--- config.mk ---
export PLATFORM = sky130hd
export DESIGN_NAME = gated_fu_ctrl_flat
export DESIGN_NICKNAME = d
export VERILOG_FILES = /design/src/rtl/gated_fu_pkg.sv /design/src/rtl/gated_fu_ctrl_if.sv /design/src/rtl/fu_lane_sum.sv /design/src/rtl/gated_fu.sv /design/src/rtl/gated_fu_ctrl.sv /design/src/flat_wrapper.sv
export SDC_FILE = /design/constraint.sdc
export NUM_CORES = 1
export LEC_CHECK = 0
export CAP_MARGIN = 10
export CORE_MARGIN = 3
export CORE_UTILIZATION = 45
export CTS_CLUSTER_SIZE = 8
export DETAILED_ROUTE_END_ITERATION = 8
export GPL_TIMING_DRIVEN = 0
export PLACE_DENSITY = 0.63
export SLEW_MARGIN = 20
export SYNTH_ARGS = -nofsm -noshare
export SYNTH_HDL_FRONTEND = slang
export SYNTH_SLANG_ARGS = --single-unit
--- constraint.sdc ---
create_clock -name clk -period 7.6 [get_ports clk]
set_input_delay 1.9 -clock clk [delete_from_list [all_inputs] [get_ports clk]]
set_output_delay 1.9 -clock clk [all_outputs]
set_load 0.01 [all_outputs]
--- src/rtl/gated_fu_pkg.sv ---
// Shared definitions for the gated_fu multiplier and its job sequencer.
// Covers the mode encodings, the sequencer state type and the lane-sum width.
package gated_fu_pkg;

    localparam logic [1:0] MODE_8X8 = 2'b00;
    localparam logic [1:0] MODE_4X4 = 2'b01;
    localparam logic [1:0] MODE_2X2 = 2'b10;

    localparam int LANE_W = 16;

    typedef enum logic [1:0] {
        ST_IDLE  = 2'b00,
        ST_RUN   = 2'b01,
        ST_DRAIN = 2'b10,
        ST_DONE  = 2'b11
    } state_e;

endpackage

--- src/rtl/gated_fu_ctrl_if.sv ---
// Job, operand and result handshakes between the PE buffers/writeback and gated_fu_ctrl.
interface gated_fu_ctrl_if #(
    parameter int ACC_W = 32,
    parameter int LEN_W = 8
);
    logic             job_valid;
    logic             job_ready;
    logic [1:0]       job_mode;
    logic [LEN_W-1:0] job_len;
    logic             op_valid;
    logic             op_ready;
    logic [7:0]       op_a;
    logic [7:0]       op_b;
    logic             res_valid;
    logic             res_ready;
    logic [ACC_W-1:0] res_data;
    logic             res_ovf;
    logic             busy;

    modport master (
        output job_valid, job_mode, job_len, op_valid, op_a, op_b, res_ready,
        input  job_ready, op_ready, res_valid, res_data, res_ovf, busy
    );

    modport slave (
        input  job_valid, job_mode, job_len, op_valid, op_a, op_b, res_ready,
        output job_ready, op_ready, res_valid, res_data, res_ovf, busy
    );
endinterface

--- src/rtl/fu_lane_sum.sv ---
// Reduces the packed sub-word products of gated_fu to a single lane sum.
module fu_lane_sum
    import gated_fu_pkg::*;
(
    input  logic [1:0]        mode,
    input  logic [15:0]       p,
    output logic [LANE_W-1:0] sum
);

    always_comb begin
        sum = '0;
        case (mode)
            MODE_4X4: sum = {8'b0, p[15:8]} + {8'b0, p[7:0]};
            MODE_2X2: sum = {12'b0, p[15:12]} + {12'b0, p[11:8]}
                          + {12'b0, p[7:4]}   + {12'b0, p[3:0]};
            default:  sum = p;
        endcase
    end

endmodule

--- src/rtl/gated_fu.sv ---
// Precision-scalable unsigned multiplier: one 8x8, two 4x4 or four 2x2 products
// packed into a 16-bit result. Mode 11 behaves as 8x8.
module gated_fu
    import gated_fu_pkg::*;
(
    input  logic [1:0]  mode,
    input  logic [7:0]  a,
    input  logic [7:0]  b,
    output logic [15:0] p
);

    always_comb begin
        p = '0;
        case (mode)
            MODE_4X4: begin
                p[7:0]  = {4'b0, a[3:0]} * {4'b0, b[3:0]};
                p[15:8] = {4'b0, a[7:4]} * {4'b0, b[7:4]};
            end
            MODE_2X2: begin
                for (int i = 0; i < 4; i++) begin
                    p[4*i +: 4] = {2'b0, a[2*i +: 2]} * {2'b0, b[2*i +: 2]};
                end
            end
            default: p = {8'b0, a} * {8'b0, b};
        endcase
    end

endmodule

--- src/rtl/gated_fu_ctrl.sv ---
// Dot-product job sequencer around gated_fu: operand pipe, lane reduction, accumulate.
// GATED_FU_CTRL_SAT_EN selects a saturating accumulator with sticky res_ovf.
//
// state    | meaning
// ---------+---------------------------------------------------
// ST_IDLE  | waiting for a job; job_ready high
// ST_RUN   | accepting operand beats; op_ready high
// ST_DRAIN | final beat accepted; flushing s1/s2 into the acc
// ST_DONE  | result presented until res_ready
module gated_fu_ctrl
    import gated_fu_pkg::*;
#(
    parameter int ACC_W = 32,
    parameter int LEN_W = 8
)(
    input  logic           clk,
    input  logic           nrst,
    gated_fu_ctrl_if.slave bus
);

    state_e            state;
    logic [1:0]        mode_q;
    logic [LEN_W-1:0]  len_q;
    logic [LEN_W-1:0]  cnt;
    logic              s1_v;
    logic [7:0]        s1_a;
    logic [7:0]        s1_b;
    logic              s2_v;
    logic [LANE_W-1:0] s2_sum;
    logic [ACC_W-1:0]  acc;
    logic              job_ready_q;
    logic              op_ready_q;
    logic              res_valid_q;
    logic              busy_q;

    logic [15:0]       prod;
    logic [LANE_W-1:0] lane_sum;
    logic              beat;

    assign beat = bus.op_valid && op_ready_q;

    gated_fu u_fu (
        .mode (mode_q),
        .a    (s1_a),
        .b    (s1_b),
        .p    (prod)
    );

    fu_lane_sum u_lane_sum (
        .mode (mode_q),
        .p    (prod),
        .sum  (lane_sum)
    );

`ifdef GATED_FU_CTRL_SAT_EN
    logic             ovf_q;
    logic [ACC_W:0]   acc_sum;
    assign acc_sum = {1'b0, acc} + (ACC_W+1)'(s2_sum);
    assign bus.res_ovf = ovf_q;
`else
    logic [ACC_W-1:0] acc_sum;
    assign acc_sum = acc + ACC_W'(s2_sum);
    assign bus.res_ovf = 1'b0;
`endif

    always_ff @(posedge clk or negedge nrst) begin
        if (!nrst) begin
            state       <= ST_IDLE;
            mode_q      <= MODE_8X8;
            len_q       <= '0;
            cnt         <= '0;
            s1_v        <= 1'b0;
            s1_a        <= '0;
            s1_b        <= '0;
            s2_v        <= 1'b0;
            s2_sum      <= '0;
            acc         <= '0;
            job_ready_q <= 1'b1;
            op_ready_q  <= 1'b0;
            res_valid_q <= 1'b0;
            busy_q      <= 1'b0;
`ifdef GATED_FU_CTRL_SAT_EN
            ovf_q       <= 1'b0;
`endif
        end else begin
            s1_v <= beat;
            if (beat) begin
                s1_a <= bus.op_a;
                s1_b <= bus.op_b;
            end
            s2_v <= s1_v;
            if (s1_v) s2_sum <= lane_sum;

            if (s2_v) begin
`ifdef GATED_FU_CTRL_SAT_EN
                if (acc_sum[ACC_W]) begin
                    acc   <= '1;
                    ovf_q <= 1'b1;
                end else begin
                    acc <= acc_sum[ACC_W-1:0];
                end
`else
                acc <= acc_sum;
`endif
            end

            case (state)
                ST_IDLE: begin
                    if (bus.job_valid) begin
                        mode_q      <= bus.job_mode;
                        len_q       <= bus.job_len;
                        cnt         <= '0;
                        acc         <= '0;
`ifdef GATED_FU_CTRL_SAT_EN
                        ovf_q       <= 1'b0;
`endif
                        job_ready_q <= 1'b0;
                        busy_q      <= 1'b1;
                        if (bus.job_len == '0) begin
                            state       <= ST_DONE;
                            res_valid_q <= 1'b1;
                        end else begin
                            state      <= ST_RUN;
                            op_ready_q <= 1'b1;
                        end
                    end
                end
                ST_RUN: begin
                    if (beat) begin
                        cnt <= cnt + LEN_W'(1);
                        if (cnt == len_q - LEN_W'(1)) begin
                            state      <= ST_DRAIN;
                            op_ready_q <= 1'b0;
                        end
                    end
                end
                ST_DRAIN: begin
                    // s1 empties this edge; s2 empties on this edge only if s1 already was empty
                    if (!s1_v) begin
                        state       <= ST_DONE;
                        res_valid_q <= 1'b1;
                    end
                end
                ST_DONE: begin
                    if (bus.res_ready) begin
                        state       <= ST_IDLE;
                        res_valid_q <= 1'b0;
                        job_ready_q <= 1'b1;
                        busy_q      <= 1'b0;
                    end
                end
                default: state <= ST_IDLE;
            endcase
        end
    end

    assign bus.job_ready = job_ready_q;
    assign bus.op_ready  = op_ready_q;
    assign bus.res_valid = res_valid_q;
    assign bus.res_data  = acc;
    assign bus.busy      = busy_q;

endmodule
--- src/flat_wrapper.sv ---
// flat-port wrapper written by rule: the top's interface ports become plain ports
module gated_fu_ctrl_flat import gated_fu_pkg::*;
#(
    parameter int ACC_W = 32,
    parameter int LEN_W = 8
)
  (clk, nrst, bus_job_valid, bus_job_mode, bus_job_len, bus_op_valid, bus_op_a, bus_op_b, bus_res_ready, bus_job_ready, bus_op_ready, bus_res_valid, bus_res_data, bus_res_ovf, bus_busy);
  gated_fu_ctrl_if #(.ACC_W(ACC_W), .LEN_W(LEN_W)) bus_i ();
  input  logic clk;
  input  logic nrst;
  input wire logic [$bits(bus_i.job_valid)-1:0] bus_job_valid;
  input wire logic [$bits(bus_i.job_mode)-1:0] bus_job_mode;
  input wire logic [$bits(bus_i.job_len)-1:0] bus_job_len;
  input wire logic [$bits(bus_i.op_valid)-1:0] bus_op_valid;
  input wire logic [$bits(bus_i.op_a)-1:0] bus_op_a;
  input wire logic [$bits(bus_i.op_b)-1:0] bus_op_b;
  input wire logic [$bits(bus_i.res_ready)-1:0] bus_res_ready;
  output wire logic [$bits(bus_i.job_ready)-1:0] bus_job_ready;
  output wire logic [$bits(bus_i.op_ready)-1:0] bus_op_ready;
  output wire logic [$bits(bus_i.res_valid)-1:0] bus_res_valid;
  output wire logic [$bits(bus_i.res_data)-1:0] bus_res_data;
  output wire logic [$bits(bus_i.res_ovf)-1:0] bus_res_ovf;
  output wire logic [$bits(bus_i.busy)-1:0] bus_busy;
  assign bus_i.job_valid = bus_job_valid;
  assign bus_i.job_mode = bus_job_mode;
  assign bus_i.job_len = bus_job_len;
  assign bus_i.op_valid = bus_op_valid;
  assign bus_i.op_a = bus_op_a;
  assign bus_i.op_b = bus_op_b;
  assign bus_i.res_ready = bus_res_ready;
  assign bus_job_ready = bus_i.job_ready;
  assign bus_op_ready = bus_i.op_ready;
  assign bus_res_valid = bus_i.res_valid;
  assign bus_res_data = bus_i.res_data;
  assign bus_res_ovf = bus_i.res_ovf;
  assign bus_busy = bus_i.busy;
  gated_fu_ctrl #(.ACC_W(ACC_W), .LEN_W(LEN_W)) u_core (.clk(clk), .nrst(nrst), .bus(bus_i));
endmodule
Yosys cells after proc, flatten, opt, wreduce, memory -nomap -nowiden. Cells that the tools add are included.

$add $sub $neg: 7. Multipliers: 7. Equal/unequal tests: 13. Muxes and demuxes: 30. Reduce and logical (&&, ||, !) cells: 12.

Operators by type and width (number): two-way mux 32 bit (3); case mux 16 bit (2 select lines) (2); adder 32 x 16 -> 32 bit (1); multiplier 2 x 2 -> 4 bit (4); multiplier 4 x 4 -> 8 bit (2); multiplier 8 x 8 -> 16 bit (1); two-way mux 8 bit (2); case mux 8 bit (2 select lines) (1); AND reduction 5 bit (3); two-way mux 2 bit (6); two-way mux 1 bit (11); adder 8 x 8 -> 9 bit (1); adder 8 x 1 -> 8 bit, second input constant (1); equality test 8 bit (1); zero test 8 bit (1); inequality test 2 bit, second input constant (4); case mux 2 bit (4 select lines) (1); subtractor 8 x 1 -> 8 bit, second input constant (1); adder 6 x 4 -> 7 bit (1); adder 5 x 4 -> 6 bit (1); equality test 2 bit, second input constant (3); inequality test 2 x 1 -> 1 bit, second input constant (3); case mux 1 bit (2 select lines) (3); AND reduction 3 bit (2); 8 further kinds (10).

Register bits after elaboration: 90. Input bits: 31. Output and inout port bits: 37.

Logic depth before layout (Yosys ltp). Gate-level depths: netlist of the first run.

Word-level depth: 6. Gate-level depth with buffers: 24.

Hierarchy. From an unflattened synthesis of the first run, not the netlist that was laid out.

Cell total of the unflattened synthesis: 989. Area, all modules: 9016.1 µm².

By module, submodules not included: gated_fu_ctrl (times used 1, cells each 499, area an instance 5006.1 µm², seq. area each 2253.4 µm²); gated_fu (times used 1, cells each 365, area an instance 3064.2 µm², seq. area each 0.0 µm²); fu_lane_sum (times used 1, cells each 125, area an instance 945.9 µm², seq. area each 0.0 µm²).

Worst setup path before layout of the first run. Ideal clock, no wire load.

Path type: register to register. Start: reg u_core.s1_b[6]. End: reg u_core.s2_sum[3]. Library setup time: 0.128 ns. Arrival: 6.073 ns. Data required time: 7.472 ns. Slack: 1.399 ns. Stages on the path, launching flop included: 23. Clock period less this slack: 6.201 ns. Path through: dfrtp_1 > clkbuf_1 > nand2_1 > fa_1 > fa_1 > inv_1 > fa_1 > inv_1 > fa_1 > inv_1 > ha_1 > inv_1 > o21bai_1 > a21oi_1 > xor2_1 > o21ai_0 > fa_1 > fa_1 > ha_1 > fa_1 > xor2_1 > a221oi_1 > o2bb2ai_1.

Cells in the longest elaborated chain, start to end: 6.

RTL lines: start, declared (line gated_fu_ctrl.sv:27) `logic [7:0] s1_b;`; start signal, assigned (line gated_fu_ctrl.sv:89) `s1_b <= bus.op_b;`; multiplier 8 x 8 -> 16 bit, or another cell as far along (line gated_fu.sv:24) `default: p = {8'b0, a} * {8'b0, b};`; case mux 16 bit (2 select lines) * (line gated_fu.sv:14) `case (mode)`; adder 4 x 4 -> 5 bit (line fu_lane_sum.sv:14) `MODE_2X2: sum = {12'b0, p[15:12]} + {12'b0, p[11:8]}`; adder 5 x 4 -> 6 bit (line fu_lane_sum.sv:15) `+ {12'b0, p[7:4]} + {12'b0, p[3:0]};`; adder 6 x 4 -> 7 bit (line fu_lane_sum.sv:15); case mux 16 bit (2 select lines) * (line fu_lane_sum.sv:12) `case (mode)`; end signal, assigned (line gated_fu_ctrl.sv:92) `if (s1_v) s2_sum <= lane_sum;`; end, declared (line gated_fu_ctrl.sv:29) `logic [LANE_W-1:0] s2_sum;`.

Mark *: on every way between the ends. The rest lies on a longest branch, timed or not. A chain may end at the register's enable or synchronous reset.

Final worst setup path of the first run.
Start: reg u_core.s1_b[6]. End: reg u_core.s2_sum[4].

The elaborated chain is that of the path after synthesis.

==> reports/summary.json, run 1 <==
{
  "max_freq_mhz": 144.0,
  "drc": 0,
  "finalSetupViolations": 0,
  "globalplace.congestion": 0.9277,
  "worstSkewPairLatency_ns": 0.36,
  "placementRows": 50,
  "floorplan.initialDensity_pct": 45.96,
  "antenna_found_initial": 0,
  "layout.cells.most_common": "inv_1",
  "worst-slew-pin-transition_ns": 0.9172,
  "synth_cell_types": 69,
  "numPortBuffers": 66,
  "tns_ns": 0,
  "via_count_of_the_first_global_routing_pass": 6865,
  "post_cts_buffers": 0,
  "io-pin-count": 68,
  "layout_cell_share_with_drive_strength_beyond_1_pct": 4.947,
  "min-delay-path-class": "reg -> reg",
  "busiest_layer": "met2",
  "final-hold-violation-count": 0,
  "syn-mean-instance-area_um2": 9.139,
  "clock_transition_at_path_regs_ns": 0.07,
  "grt_overflow": 0,
  "die_height_um": 144.7,
  "htree_num_levels": 3,
  "number_of_buffers_on_the_longest_clock_path": 2,
  "dpl.cell_count": 1275,
  "place.detailed.hpwl_mm": 17.30,
  "nNetsFinal": 1203,
  "tritoncts_num_sinks": 90,
  "layout_worst_path_cycle_share_pct": 91.35,
  "critical_path.startpoint_type": "flop",
  "fp.dieArea_um2": 20930,
  "crit_required_ns": 7.83,
  "post-route-worst-setup-slack_ns": 0.6575,
  "track_usage_pct": 21.62,
  "maximum_net_fanout_on_the_critical_path": 10,
  "detailroute.via_count": 7112,
  "stdcell_count": 1291,
  "drt-initial-drc-count": 437,
  "grt_setup_unrepaired": "no",
  "synthesis.nets": 1124,
  "synthArstFlopShare_pct": 100.0,
  "n_fill_cell": 1775,
  "area_delta_synth_final_pct": 15.11,
  "ys.flop_type": "dfrtp_1",
  "routedWlPerCell_um": 16.89,
  "floorplan.die.width_um": 144.7,
  "cts_hold_repair.buffers": 0,
  "finClkSkew_ns": 0.01204,
  "use_met1_pct": 32.49,
  "run_status": "complete, no violations",
  "postRouteAntennaNets": 0,
  "grt_max_degree": 50,
  "slew-limit-headroom_pct": 38.85,
  "path_class": "reg -> reg",
  "antenna_cells": 0,
  "worst_setup_path_end_kind": "flop",
  "wirelength_mm": 21.81,
  "timing_max_transition_violations_final": 0,
  "dp_slack_ns": 0.6411,
  "drt-vias-per-instance": 5.509,
  "ctsRootBufferMaster": "clkbuf_16",
  "global_route.usage.met3_pct": 2.530,
  "synth-seq-area-share_pct": 26.04,
  "most-common-layout-cells": "inv_1, ha_1, dfrtp_1, nand2_1, clkdlybuf4s50_1",
  "postSynthRegisterBits": 90,
  "tritoncts": "done",
  "cts-resized-gates": 0,
  "final_core_util_pct": 52.90,
  "timing.final.crit_period_ns": 6.943,
  "first_pass_grt_wire_length_mm": 35.76,
  "grt_use_met2_pct": 33.21,
  "maxCapViolCount": 0,
  "cts-buffers-inserted": 9,
  "arrival_ns": 7.17,
  "drt_first_pass_iters": 5,
  "number_of_warnings_issued_by_yosys": 0,
  "netlist_area_um2": 8655,
  "synth_cells": 947,
  "fp.coreArea_um2": 18830,
  "synth-edff-count": 0
}
## worst max-delay path: stages (launching register included)
cell,delay [ns]
dfrtp_1,0.32
clkbuf_1,0.37
and2_1,0.22
fa_1,0.44
fa_1,0.52
fa_1,0.55
inv_1,0.06
fa_1,0.53
inv_1,0.04
ha_1,0.33
or2_2,0.30
o31a_1,0.14
a31oi_1,0.21
xor2_1,0.33
a21oi_1,0.18
fa_1,0.54
fa_1,0.54
ha_1,0.32
a21o_1,0.16
a21oi_1,0.17
xnor2_1,0.08
a221oi_1,0.32
o2bb2ai_1,0.13
## worst paths after layout
path / end / slack, ns / from / cells past startpoint
worst max-delay path: u_core.s2_sum[4] / 0.66 / u_core.s1_b[6] / 22
min in group asynchronous: u_core.len_q[4] / 1.45 / nrst / 1
max in group asynchronous: u_core.bus.job_ready / 5.51 / nrst / 2
worst max register to register: u_core.s2_sum[4] / 0.66 / u_core.s1_b[6] / 22
worst min-delay path: u_core.s2_v / 0.46 / u_core.s1_v / 0
worst min register to register: u_core.s2_v / 0.46 / u_core.s1_v / 0
## cell usage after synthesis (all sizes together) (6+ instances only)
master	n	area (um^2)
and3	13	81.33
nor4	7	43.79
xor2	20	175.2
nor3	9	45.04
xnor2	28	245.2
inv	96	360.4
o211ai	9	67.56
nand3	18	95.09
nand2	84	315.3
a21o	20	150.1
mux2	18	202.7
nor2	46	172.7
and2	51	319.1
o2bb2ai	6	52.55
o21ai	46	230.2
or4	6	48.80
nand4	7	43.79
clkbuf	25	95.09
a211oi	14	105.1
ha	95	1189
a31oi	9	56.30
mux2i	16	160.2
fa	51	1021
a221oi	11	96.34
a21oi	54	274.0
nand2b	15	93.84
o21a	9	67.56
dfrtp	89	2227
## layout make-up
cell class | count | area (um^2) | share of cell area (%)
Sequential cell | 90 | 2253 | 22.62
Buffer | 29 | 117.6 | 1.181
Inverter | 97 | 364.1 | 3.655
Tap cell | 260 | 325.3 | 3.266
Clock buffer | 10 | 239.0 | 2.399
Timing Repair Buffer | 68 | 694.4 | 6.971
Multi-Input combinational cell | 731 | 5919 | 59.42
Clock inverter | 6 | 48.80 | 0.4898
## flip-flops by register name (all words and copies together), names as in the netlist, 2 cells and up
register             flops
u_core.bus.res_data     32
u_core.s2_sum           16
u_core.cnt               8
u_core.len_q             8
u_core.s1_a              8
u_core.s1_b              8
u_core.mode_q            2
u_core.state             2
## logic make-up after synthesis
logic type | after synthesis | share of synthesized area (%)
buffers and inverters | 126 | 5.566
multiplexers | 34 | 4.192
adder cells (fa/ha/maj) | 146 | 25.53
AO/OA/AOI/OAI | 222 | 17.10
other | 1 | 0.04333
AND/OR/NAND/NOR | 280 | 16.67
XOR/XNOR | 48 | 4.858
flip-flops | 90 | 26.04
## layer usage
| layer | up-vias | part of all wire [%] |
|---|---|---|
| li1 | 3483 | - |
| met1 | 3441 | 49 |
| met2 | 165 | 45 |
| met3 | 23 | 4.2 |
| met4 | 0 | 1.7 |
| met5 | - | 0 |
## stage by stage
stage	cell area [um^2]	hold slack (ns)
final	9962	0.4617
after global routing	9962	0.4838
after CTS	9962	0.4695
after detailed placement	9674	0.4538
after global placement	9641	0.4521
after floorplan	8655	0.3931
Power of run 1 is not shown: default switching activity piles up to over one toggle a cycle in this logic, so the estimate is an artifact.
==> inputs of run 2 (changes only) <==
DONT_BUFFER_PORTS = 1   (was not set)
HOLD_SLACK_MARGIN = 0.03   (was not set)
PLACE_DENSITY = 0.59   (was 0.63)
==> run 2 against run 1 <==
  * Core utilization fell by 3.6 points
  * Worst setup slack worse by 0.037 ns
  * Global-route usage shrank 0.46 points
  * Non-clock buffer count down 66
  * First-iteration DRC count up 18%
  * Critical path depth up 1
  * Die area did not move
  * Cell count is 5.1% lower
  * Sequential cell count is the same
  * Critical path type unchanged
  * Critical endpoint is now u_core.s2_sum[5]
  * Largest cell class unchanged
  * Highest routed layer unchanged
==> reports/summary.json, run 2 (synthesized netlist as in run 1, its figures left out) <==
{
  "timing.reg2reg.setup_slack": {"value": 0.62, "unit": "ns", "change": "-0.04 ns"},
  "grt_overflow": {"value": 0, "change": "unchanged"},
  "track_usage": {"value": 21.16, "unit": "%", "change": "-0.46 points"},
  "layout.cells.most_common": "inv_1",
  "cts-buffers-inserted": {"value": 9, "change": "unchanged"},
  "cts-resized-gates": {"value": 0, "change": "unchanged"},
  "flip_flop_count_of_the_largest_register_after_layout": {"value": 32, "change": "unchanged"},
  "path_class": "reg -> reg",
  "postRouteAntennaNets": {"value": 0, "change": "unchanged"},
  "n_fill_cell": {"value": 1816, "change": "+2.3%"},
  "timing.final.crit_period": {"value": 6.979, "unit": "ns", "change": "+0.03682 ns"},
  "worst-slew-pin-transition": {"value": 0.6931, "unit": "ns", "change": "-0.2241 ns"},
  "critical_path.startpoint_type": "flop",
  "clock_transition_at_path_regs": {"value": 0.07, "unit": "ns", "change": "about the same"},
  "run_status": "complete, no violations",
  "path_cells": "clkbuf_1, nand2_1, fa_1, fa_1, inv_1, fa_1, inv_1, fa_1, inv_1, ha_1, inv_1, o21bai_1, a21oi_1, xor2_1, o21ai_0, fa_1, fa_1, ha_1, fa_1, a21oi_1, nor2b_1, o21ai_0, a41oi_1",
  "drc": {"value": 0, "change": "unchanged"},
  "worstSkewPairLatency": {"value": 0.35, "unit": "ns", "change": "about the same"},
  "htree_num_levels": {"value": 3, "change": "unchanged"},
  "floorplan.die.width": {"value": 144.7, "unit": "um", "change": "unchanged"},
  "floorplan.initialDensity": {"value": 45.96, "unit": "%", "change": "unchanged"},
  "most-common-layout-cells": "inv_1, ha_1, dfrtp_1, nand2_1, a21oi_1",
  "timing.critical_path.max_delay_family": "adder cells",
  "numPortBuffers": {"value": 0, "change": "-100%"},
  "layout_cell_share_with_drive_strength_beyond_1": {"value": 5.078, "unit": "%", "change": "+0.13 points"},
  "via_count_of_the_first_global_routing_pass": {"value": 6643, "change": "-3.2%"},
  "grt_max_degree": {"value": 91, "change": "+82%"},
  "nNetsFinal": {"value": 1137, "change": "-5.5%"},
  "die_height": {"value": 144.7, "unit": "um", "change": "unchanged"},
  "drt-initial-drc-count": {"value": 515, "change": "+18%"},
  "tritoncts_num_sinks": {"value": 90, "change": "unchanged"},
  "antenna_found_initial": {"value": 0, "change": "unchanged"},
  "area_delta_synth_final_pct": 7.373,
  "min-delay-path-class": "reg -> reg",
  "maxCapViolCount": {"value": 0, "change": "unchanged"},
  "cp_num_buf_inv": {"value": 5, "change": "+2"},
  "layout_worst_path_cycle_share": {"value": 91.83, "unit": "%", "change": "+0.48 points"},
  "worst_setup_path_end_kind": "flop",
  "critPathMostFrequentCell": "fa_1",
  "ctsRootBufferMaster": "clkbuf_16",
  "wirelength": {"value": 21.60, "unit": "mm", "change": "-0.96%"},
  "finClkSkew": {"value": 0.008792, "unit": "ns", "change": "-0.003249 ns"},
  "max_freq": {"value": 143.3, "unit": "MHz", "change": "-0.53%"},
  "io-pin-count": {"value": 68, "change": "unchanged"},
  "multiInputGateArea": {"value": 5919, "unit": "um^2", "change": "unchanged"},
  "maximum_net_fanout_on_the_critical_path": {"value": 10, "change": "unchanged"},
  "r2r-end": "u_core.s2_sum[5]",
  "worst_path_max_stage_delay": {"value": 0.55, "unit": "ns", "change": "about the same"},
  "place.detailed.hpwl": {"value": 16.99, "unit": "mm", "change": "-1.8%"},
  "crit_required": {"value": 7.80, "unit": "ns", "change": "-0.03 ns"},
  "finalSetupViolations": {"value": 0, "change": "unchanged"},
  "cp_slowest_cell": "fa_1",
  "final-hold-violation-count": {"value": 0, "change": "unchanged"},
  "regToRegStartpoint": "u_core.s1_b[6]",
  "grt_setup_unrepaired": "no",
  "fp.dieArea": {"value": 20930, "unit": "um^2", "change": "unchanged"},
  "drt-vias-per-instance": {"value": 5.578, "change": "+1.3%"},
  "number_of_buffers_on_the_longest_clock_path": {"value": 2, "change": "unchanged"},
  "cell_count_of_the_worst_reg_to_reg_path": {"value": 23, "change": "+4.5%"},
  "timing_max_transition_violations_final": {"value": 0, "change": "unchanged"},
  "worst_hold_startpoint": "u_core.s1_v",
  "critical_path.startpoint": "u_core.s1_b[6]",
  "detailroute.via_count": {"value": 6833, "change": "-3.9%"},
  "number_of_cells_on_the_worst_hold_path": {"value": 0, "change": "unchanged"},
  "placementRows": {"value": 50, "change": "unchanged"},
  "cts_hold_repair.buffers": {"value": 0, "change": "unchanged"},
  "first_pass_grt_wire_length": {"value": 35.06, "unit": "mm", "change": "-1.9%"},
  "antenna_cells": {"value": 0, "change": "unchanged"},
  "sequential_cell_area": {"value": 2253, "unit": "um^2", "change": "unchanged"},
  "arrival": {"value": 7.18, "unit": "ns", "change": "about the same"},
  "slew-limit-headroom": {"value": 53.79, "unit": "%", "change": "+15 points"},
  "post_cts_buffers": {"value": 0, "change": "unchanged"},
  "fp.coreArea": {"value": 18830, "unit": "um^2", "change": "unchanged"},
  "routedWlPerCell": {"value": 17.63, "unit": "um", "change": "+4.4%"},
  "globalplace.congestion": {"value": 0.8786, "change": "-5.3%"},
  "hold_path_endpoint": "u_core.s2_v",
  "tritoncts": "done",
  "drt_first_pass_iters": {"value": 5, "change": "unchanged"},
  "tns": {"value": 0, "unit": "ns", "change": "unchanged"}
}
-- run 2: cell count changes in the layout (fill, tap and decap cells not counted), sizes merged --
cell / change
buf: -1
bufinv: +1
clkdlybuf4s50: -65
clkinv: -1
-- run 2: stage by stage --
stage	hold slack [ns]	utilization, %	instance area (um^2)	instances	worst slack [ns]
floorplan	0.3931	-	8655	947	1.399
finish	0.4748	49.35	9293	1225	0.6206
detailed placement	0.4746	47.74	8990	1209	0.6329
global route	0.4978	49.35	9293	1225	0.1473
CTS	0.4906	49.35	9293	1225	0.6152
global placement	0.4729	47.69	8980	1207	0.6526
-- run 2: area by class of cell --
cell class | instances | share of cell area (%)
buffer | 29 | 1.266
clock buffer | 10 | 2.464
clock inverter | 6 | 0.7944
inverter | 97 | 3.918
multi-input combinational | 731 | 63.70
sequential | 90 | 24.25
tap | 260 | 3.501
timing repair buffer | 2 | 0.1077
-- run 2: worst max path at each step --
stage,end,slack [ns],cells past startpoint
detailed placement,u_core.s2_sum[5],0.63,23
CTS,u_core.s2_sum[5],0.62,23
global route,u_core.s2_sum[5],0.15,23
finish,u_core.s2_sum[5],0.62,23
global placement,u_core.s2_sum[4],0.65,22
floorplan,u_core.s2_sum[3],1.40,22
-- run 2: per-layer routing --
metal	share of wire [%]	global-route usage (%)	wire, um
met1	50	32.16	10780
met2	44	32.04	9450
met3	4.9	2.695	1052
met4	1.5	5.302	321
met5	0	0	0
Power of run 2 is left out for the same reason.
==> inputs of run 3 (changes only) <==
HOLD_SLACK_MARGIN = not set   (was 0.03)
==> results of run 3 <==
No change in the layout: final DEF, timing and power equal those of run 2.
Power of run 3 is left out for the same reason.
